[src/rtl/dht11_reader_pkg.sv]
// Shared types and frame layout for the DHT11 single-wire reader.
package dht_pkg;

  typedef enum logic [3:0] {
    IDLE, START_LOW, RELEASE, RESP_LOW, RESP_HIGH, BIT_LOW, BIT_HIGH, CHECK, ERROR
  } dht_state_e;

  localparam int FRAME_BITS  = 40;
  localparam int HUM_INT_MSB = 39;
  localparam int HUM_DEC_MSB = 31;
  localparam int TMP_INT_MSB = 23;
  localparam int TMP_DEC_MSB = 15;
  localparam int CSUM_MSB    = 7;

  // Checksum is the mod-256 sum of the four data bytes.
  function automatic logic frame_csum_ok(input logic [FRAME_BITS-1:0] f);
    logic [7:0] sum;
    sum = f[HUM_INT_MSB -: 8] + f[HUM_DEC_MSB -: 8] + f[TMP_INT_MSB -: 8] + f[TMP_DEC_MSB -: 8];
    return sum == f[CSUM_MSB -: 8];
  endfunction

endpackage

[src/rtl/dht11_reader_us_tick_gen.sv]
// One-cycle pulse every microsecond; clr restarts the phase so each FSM
// state measures whole microseconds from its entry edge.
module us_tick_gen #(
  parameter int CLK_FREQ_HZ = 50_000_000
) (
  input  logic clk,
  input  logic nRST,
  input  logic clr,
  output logic us_tick
);

  localparam int DIV = (CLK_FREQ_HZ / 1_000_000 > 0) ? CLK_FREQ_HZ / 1_000_000 : 1;
  localparam int CW  = (DIV > 1) ? $clog2(DIV) : 1;

  logic [CW-1:0] cnt;

  assign us_tick = (cnt == CW'(DIV - 1));

  always_ff @(posedge clk) begin
    if (!nRST || clr || us_tick) cnt <= '0;
    else                         cnt <= cnt + CW'(1);
  end

endmodule

[src/rtl/dht11_reader.sv]
// DHT11 master: start pulse, response timing, 40-bit pulse-width decode.
// Define DHT_CHECKSUM_EN to reject frames whose checksum byte mismatches.
import dht_pkg::*;

module dht11_reader #(
  parameter int CLK_FREQ_HZ   = 50_000_000,
  parameter int START_LOW_US  = 18000,
  parameter int BIT_THRESH_US = 40,
  parameter int TIMEOUT_US    = 200
) (
  input  logic                  clk,
  input  logic                  nRST,
  input  logic                  start,
  input  logic                  dht_in,
  output logic                  dht_oe,
  output logic [FRAME_BITS-1:0] tem_data,
  output logic                  data_valid,
  output logic                  busy,
  output logic                  err
);

  localparam logic [14:0] START_CNT = 15'(START_LOW_US);
  localparam logic [14:0] THR_CNT   = 15'(BIT_THRESH_US);
  localparam logic [14:0] TMO_CNT   = 15'(TIMEOUT_US);

  dht_state_e state, state_nx;

  logic [1:0]            sync;
  logic                  prev, cur, rise, fall;
  logic                  us_tick, enter;
  logic [14:0]           us_cnt, us_cnt_nx;
  logic                  timeout, bit_val, csum_ok;
  logic [5:0]            bit_idx;
  logic [FRAME_BITS-1:0] shift_reg;
  logic                  shift_en, idx_clr, ld_frame, set_err, clr_err;

  us_tick_gen #(.CLK_FREQ_HZ(CLK_FREQ_HZ)) u_tick (
    .clk     (clk),
    .nRST    (nRST),
    .clr     (enter),
    .us_tick (us_tick)
  );

  assign cur  = sync[1];
  assign rise = cur & ~prev;
  assign fall = prev & ~cur;

  // Comparisons include the tick landing on this edge.
  assign us_cnt_nx = (us_tick && us_cnt != '1) ? us_cnt + 15'd1 : us_cnt;
  assign timeout   = us_cnt_nx > TMO_CNT;
  assign bit_val   = us_cnt_nx > THR_CNT;

`ifdef DHT_CHECKSUM_EN
  assign csum_ok = frame_csum_ok(shift_reg);
`else
  assign csum_ok = 1'b1;
`endif

  always_comb begin
    state_nx = state;
    shift_en = 1'b0;
    idx_clr  = 1'b0;
    ld_frame = 1'b0;
    set_err  = 1'b0;
    clr_err  = 1'b0;
    case (state)
      IDLE: if (start) begin
        state_nx = START_LOW;
        clr_err  = 1'b1;
      end
      START_LOW: if (us_cnt_nx >= START_CNT) state_nx = RELEASE;
      RELEASE:   if (fall) state_nx = RESP_LOW;  else if (timeout) state_nx = ERROR;
      RESP_LOW:  if (rise) state_nx = RESP_HIGH; else if (timeout) state_nx = ERROR;
      RESP_HIGH: if (fall) begin
        state_nx = BIT_LOW;
        idx_clr  = 1'b1;
      end else if (timeout) state_nx = ERROR;
      BIT_LOW:   if (rise) state_nx = BIT_HIGH;  else if (timeout) state_nx = ERROR;
      BIT_HIGH: if (fall) begin
        shift_en = 1'b1;
        state_nx = (bit_idx == 6'(FRAME_BITS - 1)) ? CHECK : BIT_LOW;
      end else if (timeout) state_nx = ERROR;
      CHECK: if (csum_ok) begin
        ld_frame = 1'b1;
        state_nx = IDLE;
      end else state_nx = ERROR;
      ERROR: begin
        set_err  = 1'b1;
        state_nx = IDLE;
      end
      default: state_nx = IDLE;
    endcase
    enter = (state_nx != state);
  end

  always_ff @(posedge clk) begin
    if (!nRST) state <= IDLE;
    else       state <= state_nx;
  end

  always_ff @(posedge clk) begin
    if (!nRST) begin
      sync       <= 2'b11;
      prev       <= 1'b1;
      us_cnt     <= '0;
      bit_idx    <= '0;
      shift_reg  <= '0;
      dht_oe     <= 1'b0;
      tem_data   <= '0;
      data_valid <= 1'b0;
      busy       <= 1'b0;
      err        <= 1'b0;
    end else begin
      sync       <= {sync[0], dht_in};
      prev       <= cur;
      us_cnt     <= enter ? '0 : us_cnt_nx;
      dht_oe     <= (state_nx == START_LOW);
      busy       <= (state_nx != IDLE);
      data_valid <= ld_frame;
      if (ld_frame) tem_data <= shift_reg;
      if (clr_err)      err <= 1'b0;
      else if (set_err) err <= 1'b1;
      if (idx_clr)       bit_idx <= '0;
      else if (shift_en) bit_idx <= bit_idx + 6'd1;
      if (shift_en) shift_reg <= {shift_reg[FRAME_BITS-2:0], bit_val};
    end
  end

endmodule

[config.mk]
export PLATFORM = sky130hd
export DESIGN_NAME = dht11_reader
export DESIGN_NICKNAME = d
export VERILOG_FILES = /design/src/rtl/dht11_reader_pkg.sv /design/src/rtl/dht11_reader_us_tick_gen.sv /design/src/rtl/dht11_reader.sv
export SDC_FILE = /design/constraint.sdc
export NUM_CORES = 1
export LEC_CHECK = 0
export BUFFER_PORTS_ARGS = -buffer_cell sky130_fd_sc_hd__buf_2
export CORE_ASPECT_RATIO = 0.5
export CORE_MARGIN = 5
export CORE_UTILIZATION = 53
export CTS_CLUSTER_SIZE = 30
export DETAILED_ROUTE_END_ITERATION = 6
export GPL_TIMING_DRIVEN = 1
export PLACE_DENSITY = 0.75
export SLEW_MARGIN = 20
export SYNTH_ARGS = -nofsm -noshare
export SYNTH_HDL_FRONTEND = slang
export SYNTH_HIERARCHICAL = 1
export SYNTH_SLANG_ARGS = --single-unit
export TNS_END_PERCENT = 10
[constraint.sdc]
create_clock -name clk -period 3.55 [get_ports clk]
set_input_delay 0.1775 -clock clk [delete_from_list [all_inputs] [get_ports clk]]
set_output_delay 0.1775 -clock clk [all_outputs]
set_load 0.02 [all_outputs]
==> impl_metrics.csv <==
group,metric,value,unit
status,status,"finished, final reports clean",
layout,mostFrequentLayoutCell,"nand2_1",
setup_path,cp-end-kind,"flop",
layout,fin_nets,675,
drt,drtIter0Drc,322,
timing,fin_skew,12.3,ps
grt,grtUsageTotal,0.194,
synthesis,avgSynthCellArea,8.20,um2
setup_path,r2r-start,"u_tick/cnt[1]$_SDFF_PP0_",
job,maxCapViolations,0,
drt,first_pass_iters,5,
cts,cts_tree,"built",
floorplanning,io_pins,48,
setup_path,critPathKind,"reg -> reg",
floorplanning,core,9450,um2
timing,min_period_over_period,0.923,
power,power_leakage,2.26,nW
setup_path,start_kind,"flop",
drt,drc,0,
setup_path,r2r_slack,270,ps
worst_hold_path,hp-start,"nRST",
synthesis,syn_nets,634,
timing,slew_headroom,0.414,
timing,hold_viol,0,
synthesis,synthCells,626,
setup_path,arrival,3610,ps
layout,diodes,0,
timing,slew_violations,0,
setup_path,crit_fanout,6,
place,portBuffers,47,
drt,routed_wl,11.1,mm
grt,grt_pass1_wl,18.9,mm
synthesis,synth_area,5130,um2
place,dp_hpwl,7.11,mm
floorplanning,die_area,11900,um2
floorplanning,die_w,149,um
worst_hold_path,whs_path_depth,2,
timing,rsz0062_at_grt,"false",
layout,drive_gt1_frac,0.191,
synthesis,synthFlopType,"dfxtp_1",
setup_path,reg2reg_depth,16,
synthesis,ys_types,62,
worst_hold_path,hold_end,"prev$_SDFF_PN1_",
grt,grt_pass1_vias,4138,
setup_path,cp.required,3890,ps
grt,overflow,0,
cts,htree_levels,4,
grt,antenna_found_initial,0,
setup_path,r2r_end,"u_tick/cnt[4]$_SDFF_PP0_",
drt,vias,4450,
timing,finalSetupViolations,0,
timing,max_freq,305,MHz
timing,hold_slack,77.3,ps
cts,cts_buffers,17,
floorplanning,die_h,79.6,um
drt,wire_per_inst,13.6,um
floorplanning,rows,25,
grt,grt_max_degree,48,
synthesis,synth-seq-cells,118,
floorplanning,start_util,0.543,
layout,area_growth,19.0,%
cts,cts-root-buf,"clkbuf_16",
power,vdd_drop_max,0.000311,V
synthesis,synth-edff-count,0,
power,powerDensity,509,nW/um2
cts,clk_latency,410,ps
layout,layout_common_cells,"nand2_1 (182), dfxtp_1 (118), a21oi_1 (87)",
place,gp_congestion,0.875,
timing,min_period,3280,ps
timing,worstMarginPinSlew,877,ps
drt,vias_per_cell,5.46,
cts,clockBufferDepth,2,
cts,clkTransAtPathRegs,60,ps
synthesis,seq_area_frac_synth,0.460,
cts,cts.sinks,118,
worst_hold_path,hold_path.class,"in -> reg",
synthesis,async_flop_share,0,
synthesis,yosys_warnings,6,
drt,ant_nets,0,
timing,finalSetupTns,0,ps
-- logic make-up (layout without fill, tap and decap cells) --
kind of cell,count (synthesis),after routing,share of synthesized area
muxes,4,4,0.00805
xor gates and xnor gates,17,17,0.0290
DFF,118,118,0.460
AOI/OAI and AO/OA,130,130,0.160
adders and majority gates,4,4,0.00975
buffers and inverters,49,103,0.0407
and+or+nand+nor,304,304,0.292
-- cells in the mapped netlist (4+ instances only) --
cell / number / area share
or3_1: 5 / 0.0061
a21oi_1: 87 / 0.085
nor3_1: 13 / 0.013
xor2_1: 11 / 0.019
nor4_1: 7 / 0.0085
dfxtp_1: 118 / 0.46
nor3_2: 4 / 0.0078
clkbuf_1: 30 / 0.022
ha_1: 4 / 0.0098
and4_1: 4 / 0.0068
nand3_1: 10 / 0.0098
nand2b_1: 7 / 0.0085
and3_1: 5 / 0.0061
nand4_1: 7 / 0.0085
nand2_1: 182 / 0.13
a31oi_1: 5 / 0.0061
nor2b_1: 4 / 0.0049
buf_2: 8 / 0.0078
nor4_2: 9 / 0.022
xnor2_1: 6 / 0.010
inv_1: 4 / 0.0029
nor2_1: 29 / 0.021
o21ai_0: 7 / 0.0068
-- final cells by class --
type,instances,area [um2]
Multi-Input combinational cell,459,2580
Clock buffer,22,474
Clock inverter,10,120
Tap cell,135,169
Fill cell,794,3340
Timing Repair Buffer,65,373
Sequential cell,118,2360
Inverter,6,22.5
-- worst max path at each step --
stage,start,end,slack (ps),depth (start not counted)
after detailed placement,u_tick/cnt[0]$_SDFF_PP0_,u_tick/cnt[5]$_SDFF_PP0_,120,15
after CTS,u_tick/cnt[0]$_SDFF_PP0_,u_tick/cnt[4]$_SDFF_PP0_,90,15
final,u_tick/cnt[1]$_SDFF_PP0_,u_tick/cnt[4]$_SDFF_PP0_,270,16
after global routing,u_tick/cnt[0]$_SDFF_PP0_,u_tick/cnt[2]$_SDFF_PP0_,80,14
after global placement,u_tick/cnt[0]$_SDFF_PP0_,u_tick/cnt[5]$_SDFF_PP0_,180,15
after floorplan,u_tick/cnt[0]$_SDFF_PP0_,u_tick/cnt[5]$_SDFF_PP0_,130,13
-- where the power goes --
group	switching, W	internal, W	total [W]
clock	0.000597	0.00109	0.00169
sequential	0.00000739	0.00133	0.00134
combinational	0.0000557	0.0000243	0.0000800
total	0.000660	0.00245	0.00311
-- repair_timing --
action / in CTS / in global routing
setup buffers: 0 / 0
hold buffers: 1 / 0
setup endpoints to repair: 0 / 18
gates resized for setup: 0 / 4
endpoints found under the hold margin: 1 / 0
-- through the flow --
step,total power [W],util,cells,instance area [um2],setup WS [ps]
6_report,0.00311,0.646,815,6110,273
5_1_grt,0.00321,0.646,815,6110,78.2
4_1_cts,0.00313,0.644,815,6080,85.3
3_5_place_dp,0.00145,0.580,782,5480,117
3_3_place_gp,0.00145,0.580,782,5480,178
2_1_floorplan,0.00143,-,626,5130,129
-- metal layers --
| metal | part of all wire | up-vias | global-route usage |
|---|---|---|---|
| met5 | 0 | - | 0 |
| met4 | 0.011 | 0 | 0.0658 |
| met3 | 0.044 | 17 | 0.0584 |
| met2 | 0.47 | 99 | 0.322 |
| met1 | 0.48 | 2102 | 0.243 |
| li1 | - | 2232 | - |
-- worst max-delay path: stages, from the launching register on --
cell       delay (ps)
dfxtp_1           360
inv_1              60
ha_1              170
nand2_1           170
nor4_4             60
nand4_2           100
buf_4             160
a211oi_4           50
buf_4             160
or3_1             310
a211o_1           390
a2111oi_4         430
nor4b_4            90
or2_2             290
nor2b_2           160
o41ai_4           130
nor2_1            120
No activity file was read; power rests on OpenSTA's default activity.
